## config.mk

```make
export PLATFORM = sky130hd
export DESIGN_NAME = add_seq_flat
export DESIGN_NICKNAME = d
export VERILOG_FILES = /design/src/rtl/add_seq_if.sv /design/src/rtl/add_seq.sv /design/src/flat_wrapper.sv
export SDC_FILE = /design/constraint.sdc
export NUM_CORES = 1
export LEC_CHECK = 0
export BUFFER_PORTS_ARGS = -buffer_cell sky130_fd_sc_hd__buf_2
export CAP_MARGIN = 15
export CELL_PAD_IN_SITES_DETAIL_PLACEMENT = 0
export CELL_PAD_IN_SITES_GLOBAL_PLACEMENT = 2
export CORE_MARGIN = 10
export CORE_UTILIZATION = 31
export CTS_CLUSTER_SIZE = 24
export DETAILED_ROUTE_END_ITERATION = 8
export PLACE_DENSITY = 0.83
export SYNTH_ARGS = -nofsm -noshare
export SYNTH_HDL_FRONTEND = slang
export SYNTH_SLANG_ARGS = --single-unit
```

## constraint.sdc

```tcl
create_clock -name clk -period 3 [get_ports clk]
set_input_delay 0.15 -clock clk [delete_from_list [all_inputs] [get_ports clk]]
set_output_delay 0.15 -clock clk [all_outputs]
set_load 0.01 [all_outputs]
```

## src/rtl/add_seq_if.sv

```systemverilog
// rtl/add_seq_if.sv - operand/result handshake bundle for add_seq
interface add_seq_if #(
  parameter int WIDTH = 16
);
  logic             in_valid;
  logic             in_ready;
  logic [WIDTH-1:0] in1;
  logic [WIDTH-1:0] in2;
  logic             sub;
  logic             out_valid;
  logic             out_ready;
  logic [WIDTH-1:0] out;
  logic             carry;
  logic             overflow;

  modport master (
    output in_valid, in1, in2, sub, out_ready,
    input  in_ready, out_valid, out, carry, overflow
  );

  modport slave (
    input  in_valid, in1, in2, sub, out_ready,
    output in_ready, out_valid, out, carry, overflow
  );
endinterface

```

## src/rtl/add_seq.sv

```systemverilog
// rtl/add_seq.sv - multi-cycle chunked adder/subtractor with valid/ready handshakes
// Optional unsigned output saturation is enabled by defining ADD_SEQ_SAT_EN.
module add_seq #(
  parameter int WIDTH = 16,
  parameter int CHUNK = 4
) (
  input  logic     clk,
  input  logic     rst_n,
  add_seq_if.slave bus
);
  localparam int NCHUNK = WIDTH / CHUNK;
  localparam int IDXW   = (NCHUNK > 1) ? $clog2(NCHUNK) : 1;

  generate
    if ((CHUNK < 1) || (CHUNK > WIDTH) || ((WIDTH % CHUNK) != 0)) begin : g_bad_params
      $error("add_seq: WIDTH must be a positive integer multiple of CHUNK");
    end
  endgenerate

  typedef enum logic [1:0] {S_IDLE, S_RUN, S_DONE} state_t;

  state_t           r_state;
  state_t           w_state_nxt;
  logic [WIDTH-1:0] r_a;
  logic [WIDTH-1:0] r_b;
  logic [WIDTH-1:0] r_res;
  logic [WIDTH-1:0] r_out;
  logic             r_c;
  logic             r_carry;
  logic             r_ovf;
  logic [IDXW-1:0]  r_idx;

  logic             w_accept;
  logic             w_last;
  int               w_shift;
  logic [CHUNK-1:0] w_a_chunk;
  logic [CHUNK-1:0] w_b_chunk;
  logic [CHUNK:0]   w_sum;
  logic [WIDTH-1:0] w_res_nxt;
  logic [WIDTH-1:0] w_out_fin;
  logic             w_ovf_fin;

  always_ff @(posedge clk) begin
    if (!rst_n) begin
      r_state <= S_IDLE;
    end else begin
      r_state <= w_state_nxt;
    end
  end

  always_comb begin
    w_state_nxt   = r_state;
    bus.in_ready  = 1'b0;
    bus.out_valid = 1'b0;
    w_accept      = 1'b0;
    case (r_state)
      S_IDLE: begin
        bus.in_ready = 1'b1;
        w_accept     = bus.in_valid;
        if (bus.in_valid) w_state_nxt = S_RUN;
      end
      S_RUN: begin
        if (w_last) w_state_nxt = S_DONE;
      end
      S_DONE: begin
        bus.out_valid = 1'b1;
        if (bus.out_ready) w_state_nxt = S_IDLE;
      end
      default: w_state_nxt = S_IDLE;
    endcase
  end

  // One chunk per cycle: slice the operands at the current index and merge the sum back in place.
  assign w_shift   = int'(r_idx) * CHUNK;
  assign w_a_chunk = CHUNK'(r_a >> w_shift);
  assign w_b_chunk = CHUNK'(r_b >> w_shift);
  assign w_sum     = {1'b0, w_a_chunk} + {1'b0, w_b_chunk} + (CHUNK+1)'(r_c);
  assign w_res_nxt = (r_res & ~(WIDTH'({CHUNK{1'b1}}) << w_shift))
                   | (WIDTH'(w_sum[CHUNK-1:0]) << w_shift);
  assign w_last    = (r_idx == IDXW'(NCHUNK - 1));
  assign w_ovf_fin = (r_a[WIDTH-1] == r_b[WIDTH-1]) && (w_res_nxt[WIDTH-1] != r_a[WIDTH-1]);

`ifdef ADD_SEQ_SAT_EN
  logic r_sub;

  always_ff @(posedge clk) begin
    if (!rst_n) begin
      r_sub <= 1'b0;
    end else if (w_accept) begin
      r_sub <= bus.sub;
    end
  end

  // Unsigned clamp: add overflow pins high, subtract borrow pins low.
  always_comb begin
    w_out_fin = w_res_nxt;
    if (!r_sub && w_sum[CHUNK]) begin
      w_out_fin = '1;
    end else if (r_sub && !w_sum[CHUNK]) begin
      w_out_fin = '0;
    end
  end
`else
  assign w_out_fin = w_res_nxt;
`endif

  always_ff @(posedge clk) begin
    if (!rst_n) begin
      r_a     <= '0;
      r_b     <= '0;
      r_res   <= '0;
      r_out   <= '0;
      r_c     <= 1'b0;
      r_carry <= 1'b0;
      r_ovf   <= 1'b0;
      r_idx   <= '0;
    end else if (w_accept) begin
      r_a   <= bus.in1;
      r_b   <= bus.in2 ^ {WIDTH{bus.sub}};
      r_c   <= bus.sub;
      r_idx <= '0;
      r_res <= '0;
    end else if (r_state == S_RUN) begin
      r_res <= w_res_nxt;
      r_c   <= w_sum[CHUNK];
      r_idx <= r_idx + IDXW'(1);
      if (w_last) begin
        r_out   <= w_out_fin;
        r_carry <= w_sum[CHUNK];
        r_ovf   <= w_ovf_fin;
      end
    end
  end

  assign bus.out      = r_out;
  assign bus.carry    = r_carry;
  assign bus.overflow = r_ovf;
endmodule

```

## src/flat_wrapper.sv

```systemverilog
// flat-port wrapper written by rule: the top's interface ports become plain ports
module add_seq_flat 
#(
  parameter int WIDTH = 16,
  parameter int CHUNK = 4
)
  (clk, rst_n, bus_in_valid, bus_in1, bus_in2, bus_sub, bus_out_ready, bus_in_ready, bus_out_valid, bus_out, bus_carry, bus_overflow);
  add_seq_if #(.WIDTH(WIDTH)) bus_i ();
  input  logic clk;
  input  logic rst_n;
  input wire logic [$bits(bus_i.in_valid)-1:0] bus_in_valid;
  input wire logic [$bits(bus_i.in1)-1:0] bus_in1;
  input wire logic [$bits(bus_i.in2)-1:0] bus_in2;
  input wire logic [$bits(bus_i.sub)-1:0] bus_sub;
  input wire logic [$bits(bus_i.out_ready)-1:0] bus_out_ready;
  output wire logic [$bits(bus_i.in_ready)-1:0] bus_in_ready;
  output wire logic [$bits(bus_i.out_valid)-1:0] bus_out_valid;
  output wire logic [$bits(bus_i.out)-1:0] bus_out;
  output wire logic [$bits(bus_i.carry)-1:0] bus_carry;
  output wire logic [$bits(bus_i.overflow)-1:0] bus_overflow;
  assign bus_i.in_valid = bus_in_valid;
  assign bus_i.in1 = bus_in1;
  assign bus_i.in2 = bus_in2;
  assign bus_i.sub = bus_sub;
  assign bus_i.out_ready = bus_out_ready;
  assign bus_in_ready = bus_i.in_ready;
  assign bus_out_valid = bus_i.out_valid;
  assign bus_out = bus_i.out;
  assign bus_carry = bus_i.carry;
  assign bus_overflow = bus_i.overflow;
  add_seq #(.WIDTH(WIDTH), .CHUNK(CHUNK)) u_core (.clk(clk), .rst_n(rst_n), .bus(bus_i));
endmodule
```

* Word level (Yosys, flattened, before mapping) *
Cells that the tools add are included.

word-level totals
  bits of input ports = 37
  register bits after elaboration = 71

cells by class
  reductions and logical operators = 6
  shift operators = 4
  bitwise logic cells = 6
  equal/unequal tests = 8
  add/subtract/negate cells = 3
  multiplexer cells = 9

operator list
  operator                                                             number
  16-bit by 4-bit >> shifter with 4-bit output                         2
  16-bit bitwise AND                                                   1
  16-bit inverter                                                      1
  16-bit bitwise OR                                                    1
  4-bit by 4-bit << shifter with 16-bit output                         1
  4-bit by 4-bit << shifter with 16-bit output (first input constant)  1
  16-bit bitwise XOR                                                   1
  2-bit two-way mux                                                    3
  2-bit one-hot mux with 3 select lines                                1
  3-bit AND reduction                                                  2
  4-bit by 4-bit adder with 5-bit output                               1
  5-bit by 1-bit adder with 5-bit output                               1
  1-bit two-way mux                                                    5
  2-bit == test (second input constant)                                2
  2-bit != test (second input constant)                                2
  2-bit by 1-bit adder with 2-bit output (second input constant)       1
  2-bit by 1-bit == test with 1-bit output (second input constant)     1
  2-bit logical NOT                                                    1
  2-bit by 1-bit != test with 1-bit output (second input constant)     1
  1-bit inverter                                                       2
  2-bit nonzero test                                                   1
  2-bit OR reduction                                                   1
  1-bit == test                                                        1
  1-bit logical AND                                                    1
  1-bit != test                                                        1

* Longest topological paths before layout *
  word-level depth = 7
  depth in mapped cells = 9

* Least setup slack after synthesis *
Ideal clock, no wire load.

  path kind = reg-to-reg
  start = register u_core.r_idx[0]
  end = register u_core.r_out[1] (netlist: u_core.bus.out[1])
  stages on the path, launching flop included = 9
  path buffers = 3
  library setup time = 116 ps
  arrival time = 2731 ps
  period minus slack after synthesis = 2848 ps
  required time = 2884 ps
  path slack = 152 ps
  cell sequence = dfxtp_1 -> buf_4 -> buf_2 -> mux4_2 -> fa_1 -> fa_1 -> buf_1 -> a221o_1 -> o211a_1

on the way
  cells in the longest elaborated chain, start to end = 5
  elaborated cells on any way between the ends = 11
  those cells by class = add/sub: 2; eq/ne: 1; shift: 4; bitwise: 3; reduce/logical: 1

ends and longest elaborated chain
  what                                                                    RTL line                      RTL
  from (decl)                                                             add_seq.sv:31                 logic [IDXW-1:0] r_idx;
  from (signal assigned)                                                  add_seq.sv:126                r_idx <= r_idx + IDXW'(1);
  16-bit by 4-bit >> shifter with 4-bit output, on equally long branches  add_seq.sv:75, add_seq.sv:76
  4-bit by 4-bit adder with 5-bit output                                  add_seq.sv:77                 assign w_sum = {1'b0, w_a_chunk} + {1'b0, w_b_chunk} + (CHUNK+1)'(r_c);
  5-bit by 1-bit adder with 5-bit output                                  add_seq.sv:77
  4-bit by 4-bit << shifter with 16-bit output                            add_seq.sv:79                 | (WIDTH'(w_sum[CHUNK-1:0]) << w_shift);
  16-bit bitwise OR                                                       add_seq.sv:79
  to (signal assigned)                                                    add_seq.sv:128                r_out <= w_out_fin;
  to (decl)                                                               add_seq.sv:27                 logic [WIDTH-1:0] r_out;

Parallel ways exist; a longest one is shown, timed or not.
A chain may end at the register's enable or synchronous reset.

* Worst setup path after layout *
  start = register u_core.r_idx[0]
  end = register u_core.r_res[6]

on the way
  cells in the longest elaborated chain, start to end = 5
  elaborated cells on any way between the ends = 9
  those cells by class = add/sub: 2; shift: 4; bitwise: 3

ends and longest elaborated chain
  what                                                                    RTL line                      RTL
  16-bit by 4-bit >> shifter with 4-bit output, on equally long branches  add_seq.sv:75, add_seq.sv:76
  4-bit by 4-bit adder with 5-bit output                                  add_seq.sv:77
  5-bit by 1-bit adder with 5-bit output                                  add_seq.sv:77
  4-bit by 4-bit << shifter with 16-bit output                            add_seq.sv:79
  16-bit bitwise OR *                                                     add_seq.sv:79
  to (signal assigned)                                                    add_seq.sv:124                r_res <= w_res_nxt;
  to (decl)                                                               add_seq.sv:26                 logic [WIDTH-1:0] r_res;

Mark *: on every way between the ends. The rest lies on a longest branch, timed or not.

==> impl_metrics.env <==
export IMPL_grt_pass1_vias=2555
export IMPL_cts_root_buf="clkbuf_8"
export IMPL_postCtsHoldBufs=0
export IMPL_synth_top_family_by_area="compound AO/OA/AOI/OAI gates"
export IMPL_syn_inst=334
export IMPL_clock_skew_ns=0.0100
export IMPL_arrival_ns=3.01
export IMPL_synth_simple_area_share_pct=14.9
export IMPL_total_power_w=0.00205
export IMPL_clk_insertion_delay_late_ns=0.34
export IMPL_postLayoutCellArea_um2=3730
export IMPL_rr_worst_depth=6
export IMPL_numCtsBuffers=9
export IMPL_port_buffers=56
export IMPL_netSwitchingFraction_pct=25.1
export IMPL_dp_slack_ns=0.223
export IMPL_power_frac_comb_pct=12.9
export IMPL_synth_fa_ha_area_share_pct=4.04
export IMPL_num_rows=36
export IMPL_drc_errors=0
export IMPL_gp_congestion=0.748
export IMPL_hold_viol=0
export IMPL_wl_met1_um=3920
export IMPL_cts_setup_buffers=0
export IMPL_ff_latch_area_um2=1340
export IMPL_final_cell_mix="nand2_1, dfxtp_1, buf_2, o211a_1, a21boi_0"
export IMPL_final_common_cell="nand2_1"
export IMPL_vias=2512
export IMPL_final_setup_worst_slack_ns=0.231
export IMPL_outcome="finished, final reports clean"
export IMPL_p_switching_w=0.000515
export IMPL_required_ns=3.24
export IMPL_antenna_cells=0
export IMPL_antenna_found_initial=0
export IMPL_synth_mux_area_share_pct=6.03
export IMPL_hold_depth=3
export IMPL_cp_top_family="adder cells"
export IMPL_grt_setup_unrepaired="false"
export IMPL_power_frac_clock_pct=40.5
export IMPL_critPathBufInv=0
export IMPL_die_w_um=121
export IMPL_synth_edf_count=0
export IMPL_ir_drop_v=0.000190
export IMPL_die_area_um2=14600
export IMPL_met2WireLength_um=3490
export IMPL_yosysTopAreaCell="dfxtp_1"
export IMPL_synth_net_count=380
export IMPL_dr_max_layer_used="met4"
export IMPL_drt_iter0_markers=155
export IMPL_synth_xor_area_share_pct=5.00
export IMPL_ios=57
export IMPL_fp_coreArea_um2=9860
export IMPL_worstSetupPathType="register to register"
export IMPL_synth_top_area_share_pct=42.5
export IMPL_grt_ovfl_total=0
export IMPL_drive_above_1_share_pct=22.3
export IMPL_end_kind="register"
export IMPL_power_leakage_nw=1.74
export IMPL_max_slew_worst_pin_slew_ns=0.678
export IMPL_slowest_stage="mux4_2"
export IMPL_synth_compound_area_share_pct=22.2
export IMPL_ant_nets=0
export IMPL_grt_pass1_wl_um=13100
export IMPL_multi_input_area_um2=1650
export IMPL_wl_per_cell_um=15.3
export IMPL_period_share_pct=92.3
export IMPL_clock_fmax_mhz=361
export IMPL_drv_cap=0
export IMPL_vias_per_cell=4.88
export IMPL_fp_dieH_um=121
export IMPL_wl_um=7870
export IMPL_post_dp_hpwl_um=5700
export IMPL_fill_cells=1034
export IMPL_crit_chain="mux4_2 > fa_1 > fa_1 > xor2_1 > a22oi_1 > a211oi_1"
export IMPL_ys_warn_count=0
export IMPL_p_int_w=0.00154
export IMPL_ys_types=40
export IMPL_dpl_cell_area_um2=3500
export IMPL_setup_violations=0
export IMPL_grt_use_total_pct=11.1
export IMPL_power_frac_seq_pct=46.7
export IMPL_area_growth_pct=18.1
export IMPL_htreeDepth=3
export IMPL_synthFlopType="dfxtp_1"
export IMPL_slew_headroom_pct=54.6
export IMPL_wl_met3_um=409
export IMPL_seq_area_frac_synth_pct=42.5
export IMPL_hold_class="input pin to register"
export IMPL_fin_setup_tns_ns=0
export IMPL_cp_common_cell="fa_1"
export IMPL_grt_max_degree=54
export IMPL_async_reset_ff_share_pct=0
export IMPL_drv_slew=0
export IMPL_cts_resized=0
export IMPL_cts_tree="done"
export IMPL_synthesis_area_um2=3160
export IMPL_finalNetCount=423
export IMPL_max_stage_delay_ns=0.55
export IMPL_min_period_ns=2.77
export IMPL_critical_path_cell_count=6
export IMPL_startpoint_type="register"
export IMPL_clkSlewWorstSetupHoldPaths_ns=0.07
export IMPL_synth_avg_cell_area_um2=9.45
export IMPL_worstPathMaxFanout=4
export IMPL_cts_buffer_depth=2
export IMPL_ys_seq_elements=67
export IMPL_dr_pass1_iters=4
export IMPL_powerDensity_nw_per_um2=551
export IMPL_clkSinkCount=67
export IMPL_initial_core_util_pct=32.0
export IMPL_ys_top_cells_by_area="dfxtp_1, o211a_1, nand2_1, mux4_2, xnor2_1"
-- registers in the layout, indices dropped and copies added (netlist names) --
name / flops
u_core.bus.out: 16
u_core.r_idx: 2
u_core.bus.carry: 1
u_core.r_c: 1
u_core.bus.overflow: 1
u_core.r_res: 12
u_core.r_b: 16
u_core.r_a: 16
u_core.r_state: 2
-- area by class of cell --
class                           instances  area share (%)
Multi-Input combinational cell        231            44.2
Sequential cell                        67            36.0
Clock inverter                          4            1.98
Timing Repair Buffer                   62            8.83
Clock buffer                           12            3.90
Inverter                                6           0.604
Tap cell                              133            4.47
-- final timing paths --
| kind | slack (ns) | endpoint | from |
|---|---|---|---|
| setup / recovery | 0.23 | u_core.r_res[6]$_SDFFE_PP0P_ | u_core.r_idx[0]$_SDFFE_PP0P_ |
| hold / removal | 0.06 | u_core.r_a[6]$_SDFFE_PN0P_ | bus_in1[6] |
| setup reg to reg | 0.23 | u_core.r_res[6]$_SDFFE_PP0P_ | u_core.r_idx[0]$_SDFFE_PP0P_ |
| hold reg to reg | 0.46 | u_core.r_res[3]$_SDFFE_PP0P_ | u_core.r_res[3]$_SDFFE_PP0P_ |
-- cells by family after synthesis --
| family | Yosys count |
|---|---|
| AOI/OAI and AO/OA | 87 |
| muxes | 9 |
| adders and majority gates | 9 |
| xor gates and xnor gates | 18 |
| and+or+nand+nor | 108 |
| DFF | 67 |
| buffers and inverters | 36 |
-- worst reg2reg max path, cell delays in order, from the launching register on --
cell and delay, ns:
dfxtp_1 0.46, mux4_2 0.55, fa_1 0.45, fa_1 0.41, xor2_1 0.40, a22oi_1 0.15
a211oi_1 0.26
-- per-stage QoR --
| stage | hold slack (ns) | utilization, % | cells |
|---|---|---|---|
| floorplan | 0.295 | - | 334 |
| global placement | 0.413 | 35.5 | 499 |
| detailed placement | 0.416 | 35.5 | 499 |
| CTS | 0.0481 | 37.7 | 515 |
| global route | 0.0639 | 37.8 | 515 |
| finish | 0.0614 | 37.8 | 515 |
-- per-layer routing --
layer / GRT usage (%) / vias up
li1: - / 1261
met1: 14.6 / 1184
met2: 16.8 / 63
met3: 3.35 / 4
met4: 3.92 / 0
met5: 0 / -
-- power by group through the flow --
stage | combinational, W | clock, W | sequential (W)
after global placement | 0.000261 | 0 | 0.000978
after CTS | 0.000267 | 0.000853 | 0.000958
after floorplan | 0.000204 | 0 | 0.000966
after global routing | 0.000299 | 0.000890 | 0.000963
final | 0.000264 | 0.000831 | 0.000958
after detailed placement | 0.000266 | 0 | 0.000978
-- cells in the mapped netlist (all sizes together), types with 5 or more instances --
cell type,instances
a21boi,20
a21oi,12
a221o,6
a32oi,6
buf,18
clkbuf,12
dfxtp,67
ha,7
inv,6
mux4,8
nand2,69
nor2,15
nor2b,6
o211a,26
o21ai,5
or3,5
xnor2,17
(Power assumes the default switching activity.)
